**src/rtl/rand_display_pkg.sv**
```systemverilog
// Shared types and constants for the random-sample display block:
// debouncer state encoding and active-low hex segment patterns {g,f,e,d,c,b,a}.
package rand_display_pkg;

    typedef enum logic [1:0] {
        IDLE,
        WAIT_PRESS,
        HELD,
        WAIT_RELEASE
    } db_state_t;

    localparam logic [6:0] SEG_ZERO = 7'b1000000;

    // Index 0 is the rightmost entry; b and d use lowercase glyphs.
    localparam logic [15:0][6:0] SEG_TABLE = {
        7'b0001110,  // F
        7'b0000110,  // E
        7'b0100001,  // d
        7'b1000110,  // C
        7'b0000011,  // b
        7'b0001000,  // A
        7'b0010000,  // 9
        7'b0000000,  // 8
        7'b1111000,  // 7
        7'b0000010,  // 6
        7'b0010010,  // 5
        7'b0011001,  // 4
        7'b0110000,  // 3
        7'b0100100,  // 2
        7'b1111001,  // 1
        SEG_ZERO     // 0
    };

endpackage

```
**src/rtl/rand_display_hex7seg.sv**
```systemverilog
// Hex digit to active-low 7-segment decoder.
// Ports: hex (4-bit digit in), seg (7-bit {g,f,e,d,c,b,a}, active-low).
module hex7seg
    import rand_display_pkg::*;
(
    input  logic [3:0] hex,
    output logic [6:0] seg
);

    assign seg = SEG_TABLE[hex];

endmodule

```
**src/rtl/rand_display.sv**
```systemverilog
// Captures the upstream random byte on a debounced button press or a periodic
// auto tick, counts captures and shows sample/count on four hex displays.
// Ports: clk, rst_n, random[8], btn, sw_auto -> sample[8], sample_valid,
//        count[8], seg_lo/seg_hi (sample), seg_cnt_lo/seg_cnt_hi (count).
module rand_display
    import rand_display_pkg::*;
#(
    parameter int DB_CYCLES   = 50000,
    parameter int AUTO_PERIOD = 25000000
) (
    input  logic       clk,
    input  logic       rst_n,
    input  logic [7:0] random,
    input  logic       btn,
    input  logic       sw_auto,
    output logic [7:0] sample,
    output logic       sample_valid,
    output logic [7:0] count,
    output logic [6:0] seg_lo,
    output logic [6:0] seg_hi,
    output logic [6:0] seg_cnt_lo,
    output logic [6:0] seg_cnt_hi
);

    localparam int DB_W = (DB_CYCLES > 1) ? $clog2(DB_CYCLES) : 1;
    localparam int AP_W = (AUTO_PERIOD > 1) ? $clog2(AUTO_PERIOD) : 1;
    localparam logic [DB_W-1:0] DB_MAX = DB_W'(DB_CYCLES - 1);
    localparam logic [AP_W-1:0] AP_MAX = AP_W'(AUTO_PERIOD - 1);

    logic btn_q1, btn_s;
    logic auto_q1, auto_s;

    db_state_t       state_q, state_d;
    logic [DB_W-1:0] db_cnt_q, db_cnt_d;
    logic [AP_W-1:0] per_cnt;
    logic            press, auto_evt, capture;

    always_ff @(posedge clk or negedge rst_n) begin
        if (!rst_n) begin
            btn_q1  <= 1'b0;
            btn_s   <= 1'b0;
            auto_q1 <= 1'b0;
            auto_s  <= 1'b0;
        end else begin
            btn_q1  <= btn;
            btn_s   <= btn_q1;
            auto_q1 <= sw_auto;
            auto_s  <= auto_q1;
        end
    end

    always_ff @(posedge clk or negedge rst_n) begin
        if (!rst_n) begin
            state_q  <= IDLE;
            db_cnt_q <= '0;
        end else begin
            state_q  <= state_d;
            db_cnt_q <= db_cnt_d;
        end
    end

    // Only the WAIT_PRESS -> HELD edge raises an event, so a long hold or a
    // bounce on release can never produce a second capture.
    always_comb begin
        state_d  = state_q;
        db_cnt_d = db_cnt_q;
        press    = 1'b0;
        unique case (state_q)
            IDLE: begin
                if (btn_s) begin
                    state_d  = WAIT_PRESS;
                    db_cnt_d = '0;
                end
            end
            WAIT_PRESS: begin
                if (!btn_s) begin
                    state_d = IDLE;
                end else if (db_cnt_q == DB_MAX) begin
                    state_d = HELD;
                    press   = 1'b1;
                end else begin
                    db_cnt_d = db_cnt_q + 1'b1;
                end
            end
            HELD: begin
                if (!btn_s) begin
                    state_d  = WAIT_RELEASE;
                    db_cnt_d = '0;
                end
            end
            WAIT_RELEASE: begin
                if (btn_s) begin
                    state_d = HELD;
                end else if (db_cnt_q == DB_MAX) begin
                    state_d = IDLE;
                end else begin
                    db_cnt_d = db_cnt_q + 1'b1;
                end
            end
            default: state_d = IDLE;
        endcase
    end

    always_ff @(posedge clk or negedge rst_n) begin
        if (!rst_n) begin
            per_cnt <= '0;
        end else if (!auto_s || per_cnt == AP_MAX) begin
            per_cnt <= '0;
        end else begin
            per_cnt <= per_cnt + 1'b1;
        end
    end

    assign auto_evt = auto_s && (per_cnt == AP_MAX);
    assign capture  = press | auto_evt;

    always_ff @(posedge clk or negedge rst_n) begin
        if (!rst_n) begin
            sample       <= 8'h00;
            count        <= 8'h00;
            sample_valid <= 1'b0;
        end else begin
            sample_valid <= capture;
            if (capture) begin
                sample <= random;
                count  <= count + 8'd1;
            end
        end
    end

    hex7seg u_seg_lo     (.hex(sample[3:0]), .seg(seg_lo));
    hex7seg u_seg_hi     (.hex(sample[7:4]), .seg(seg_hi));
    hex7seg u_seg_cnt_lo (.hex(count[3:0]),  .seg(seg_cnt_lo));
    hex7seg u_seg_cnt_hi (.hex(count[7:4]),  .seg(seg_cnt_hi));

endmodule

```
**config.mk**
```make
export PLATFORM = sky130hd
export DESIGN_NAME = rand_display
export DESIGN_NICKNAME = d
export VERILOG_FILES = /design/src/rtl/rand_display_pkg.sv /design/src/rtl/rand_display_hex7seg.sv /design/src/rtl/rand_display.sv
export SDC_FILE = /design/constraint.sdc
export NUM_CORES = 1
export LEC_CHECK = 0
export ABC_CLOCK_PERIOD_IN_PS = 3700
export CELL_PAD_IN_SITES_DETAIL_PLACEMENT = 1
export CELL_PAD_IN_SITES_GLOBAL_PLACEMENT = 1
export CORE_MARGIN = 4
export CORE_UTILIZATION = 53
export CTS_BUF_LIST = sky130_fd_sc_hd__clkbuf_4 sky130_fd_sc_hd__clkbuf_8 sky130_fd_sc_hd__clkbuf_16
export CTS_CLUSTER_SIZE = 10
export DETAILED_ROUTE_END_ITERATION = 12
export DONT_BUFFER_PORTS = 1
export GPL_TIMING_DRIVEN = 0
export PLACE_DENSITY_LB_ADDON = 0.08
export RECOVER_POWER = 50
export SYNTH_ARGS = -nofsm -noshare
export SYNTH_HDL_FRONTEND = slang
export SYNTH_SLANG_ARGS = --single-unit
```
**constraint.sdc**
```tcl
create_clock -name clk -period 3.7 [get_ports clk]
set_clock_uncertainty 0.15 [all_clocks]
set_input_delay 1.11 -clock clk [delete_from_list [all_inputs] [get_ports clk]]
set_output_delay 1.11 -clock clk [all_outputs]
set_load 0.01 [all_outputs]
```
==> results.md <==
- The run finished with clean final reports.
- The number of hold violations in the final report is 0.
- At the pin with the least slew margin, the transition time is 1039 ps.
- The largest net degree at the start of global routing is 65.
- The area growth from synthesis to layout is 7.432%.
- The routed wire length is 9490 µm.
- Of the available clock period, the critical path in the final layout requires 0.9171.
- The die boundary height is 94.77 µm.
- The utilization of the core after routing is 0.5879.
- In this run the number of H-tree levels came out at 3.
- The analysis attributes to cell leakage a power of 1.870 nW.
- The most common flop cell mapped by yosys is dfrtp_1.
- The weighted congestion reported at the end of routability-driven placement is 0.8267.
- The fraction of the yosys area taken by sequential cells is 0.4014.
- Along the worst path, the maximum fanout reaches 7.
- The cell with the most instances on the worst path is inv_1.
- The endpoint of the lowest-slack register-to-register path is sample[3]$_DFFE_PN0P_.
- In this run the register-to-register setup slack is 1170 ps.
- The repair_antennas step left the layout with diodes totalling 0.
- The shortest clock period the worst path allows after layout is 3393 ps.
- The post-synthesis simple-gate area fraction is 0.2559.
- The ratio of cells with drive above 1 in the final layout is 0.08036.
- Measured along the x axis, the die boundary spans 94.77 µm.
- The critical path runs through a total of 5 cells.
- Synthesis produced a netlist with a net count of 470.
- Summed over all nets, the half-perimeter wirelength after detailed placement is 6898 µm.
- The first global-routing pass estimated 16160 µm of wire.
- The category of the critical setup timing path is flop to output pin.
- Timing analysis after detailed placement gives a worst setup slack of 651.3 ps.
- The die covers 8980 µm².
- By area the synthesized netlist is led by dfrtp_1 (40%), ha_1 (8.2%), nor2_1 (5.5%), nand2_1 (5.4%), xor2_1 (5.3%).
- In the final routed layout, each cell accounts on average for 17.35 µm.
- The hold buffer count at CTS is 0.
- The number of optimization iterations in the first detailed-route pass is 4.
- The share of flip-flops with an asynchronous set or reset after synthesis is 1.000.
- Among all stages on the critical path, the largest delay is contributed by mux4_2.
- A synthesized cell averages 9.236 µm².
- The buffers inserted during post-CTS setup optimization is 0.
- CTS saw 64 sinks.
- The count of boundary I/O pins is 57.
- The area fraction in compound gates after synthesis is 0.08498.
- The summed instance area of the synthesized netlist is 3990 µm².
- The number of buffers and inverters on the critical path is 3.
- Of the total synthesized cell area, the portion taken by full adders, half adders and majority gates is 0.08153.
- The worst setup path is launched from a flop.
- The initial utilization of the core area, before any placement, comes to 0.5472.
- The first-iteration detailed-routing DRC count is 90.
- In this run the tightest slew margin relative to its limit is 0.3009.
- The number of global-route vias before repair is 3251.
- The most critical setup path has its startpoint at count[4]$_DFFE_PN0P_.
- The number of distinct library cells after synthesis is 53.
- Of the total synthesized cell area, the portion taken by XOR and XNOR cells is 0.09188.
- The number of buffers on the longest clock path is 2.
- The depth of the worst register-to-register path is 5.
- The number of flip-flops and latches in the synthesized netlist is 64.
- The worst endpoint required time is 2440 ps.
- After layout, the design draws a total of 1.344 mW.
- The clock reaches the later pin of the worst-skew pair after 350 ps.
- The worst register-to-register path begins at db_cnt_q[7]$_DFFE_PN0P_.
- The placeable core region is 7292 µm².
- The global-route usage over all layers is 0.2299.
- CTS placed an instance of clkbuf_8 at the clock tree root.
- The synthesized netlist cell count is 432.
- The path class of the tightest hold or removal check is flop to flop.
- The finished cells cover 4287 µm².
- The number of I/O port buffers is 0.
- The clock-pin slew on the worst setup and hold paths is 70 ps.
- The dominant delay contributor by cell family on the critical path is buffers and inverters.
- The largest single stage delay on the critical path is 500 ps.
- The initial antenna violation count is 0.
- After synthesis, the share of cell area in mux cells is 0.04860.
- Ranked by instance count, the synthesized netlist is headed by dfrtp_1 (64), nor2_1 (58), nand2_1 (57).
- For this block, the via count after detailed routing is 3127.
- The number of nets in the layout is 481.
- Setup repair after global routing left no endpoint under its margin.
- In this run, post-CTS repair resized a total of 0 instances.
- The sum of negative setup slack is 0 ps.
- The largest total area in the synthesized netlist belongs to dfrtp_1.
- The number of max-slew violations in the final report is 0.
- The number of design rule violations left after detail routing is 0.
- The critical path goes through clkbuf_1 -> inv_1 -> ha_1 -> inv_1 -> mux4_2.
- The number of synthesized flops with an enable pin is 0.
- The count of warnings emitted by yosys is 0.
- The endpoint type of the worst setup path is an output pin.
- The final worst hold slack is 200.7 ps.
- The power per cell area is 313.6 nW/µm².
- The worst hold path passes through 0 cells.
- The max capacitance violation total is 0.
- Excluding fillers, the count of instances in the completed layout stands at 547.
- The setup violation total in the final timing report is 0.
- The most frequently used cell type in the post-synthesis netlist is dfrtp_1.
- The most critical setup path has its endpoint at seg_cnt_hi[3].
- The via density per instance is 5.717.
- In this run the core area contains 31 standard-cell rows.
- The peak clock frequency supported by timing is 294.7 MHz.
- The endpoint arrival time on the critical path is 2130 ps.
- The total clock buffers created by CTS is 9.
- Of the post-synthesis cell area, the dominant cell type holds 0.4014.
- The worst IR drop on VDD is 0.0002488 V.
- The combinational family with the most area after synthesis is simple AND/OR/NAND/NOR gates.
- After detailed placement, the total cell area comes to 4114 µm².
- TritonCTS built the clock tree.
- The number of cells in the design after placement is 531.
- Setup slack on the critical path of the routed design comes to 306.7 ps.
- For this run the aggregate overflow at the end of global routing stands at 0.
- Once detail routing completed, the nets flagged for antenna violations numbered 0.
[kinds of logic (layout without fill, tap and decap cells)]
kind of cell / Yosys count / count (layout)
AND/OR/NAND/NOR: 202 / 202
flip-flops: 64 / 64
AO/OA/AOI/OAI: 50 / 50
XOR/XNOR: 41 / 41
buffers and inverters: 34 / 50
adder cells (fa/ha/maj): 26 / 26
multiplexers: 15 / 15
[cells in the final DEF (no fill, tap or decap), types with 2 or more instances in the layout]
master | synthesis | final
mux4_2 | 3 | 3
buf_1 | 2 | 2
a22o_1 | 6 | 6
and4_1 | 3 | 3
xnor2_1 | 16 | 17
dfrtp_1 | 64 | 64
inv_1 | 15 | 15
nor3_1 | 6 | 6
nand3_1 | 23 | 23
clkbuf_4 | 0 | 2
or3_1 | 2 | 2
clkbuf_1 | 12 | 12
nand4_1 | 15 | 15
nand2_1 | 57 | 57
nor4_1 | 5 | 5
clkbuf_8 | 0 | 12
nor4b_1 | 1 | 2
xor2_1 | 24 | 24
nand2b_1 | 3 | 3
ha_1 | 26 | 26
buf_2 | 3 | 3
o21ai_0 | 19 | 19
a31oi_1 | 3 | 3
or3b_2 | 3 | 3
nor2b_1 | 6 | 6
nand3b_1 | 3 | 3
o31ai_1 | 4 | 4
a32o_1 | 3 | 3
and3_1 | 5 | 5
nor4bb_1 | 2 | 2
a21oi_1 | 7 | 7
nor2_1 | 58 | 58
mux2i_1 | 10 | 10
[flip-flops by register name, summed over array words and instances (netlist names), named ones only]
register      flops
sample            8
per_cnt          25
btn_q1            1
auto_s            1
btn_s             1
auto_q1           1
count             8
state_q           1
sample_valid      1
db_cnt_q         16
[final cells by class]
cell class                 instances  area (µm²)
fill                             893        3005
multi-input combinational        334        2226
sequential                        64        1602
clock buffer                      14       180.2
tap                               99       123.9
buffer                            19       86.33
inverter                          15       56.30
clock inverter                     2       12.51
[worst min-delay path by stage]
stage / startpoint / endpoint / slack, ps
after floorplan: auto_q1$_DFF_PN0_ / auto_s$_DFF_PN0_ / 180
after global placement: btn_q1$_DFF_PN0_ / btn_s$_DFF_PN0_ / 190
after detailed placement: btn_q1$_DFF_PN0_ / btn_s$_DFF_PN0_ / 190
after CTS: btn_q1$_DFF_PN0_ / btn_s$_DFF_PN0_ / 200
after global routing: btn_q1$_DFF_PN0_ / btn_s$_DFF_PN0_ / 210
final: btn_q1$_DFF_PN0_ / btn_s$_DFF_PN0_ / 200
[layer usage]
layer	routed length, µm	vias up	track usage
met4	154	0	0.07813
met3	364	12	0.04781
li1	-	1515	-
met1	4107	1549	0.2803
met5	0	-	0
met2	4864	51	0.4028
[power breakdown]
| part | internal (mW) | switching, mW |
|---|---|---|
| Clock | 0.312 | 0.271 |
| Sequential | 0.710 | 0.0121 |
| Combinational | 0.0145 | 0.0248 |
No activity file was read; power rests on OpenSTA's default activity.
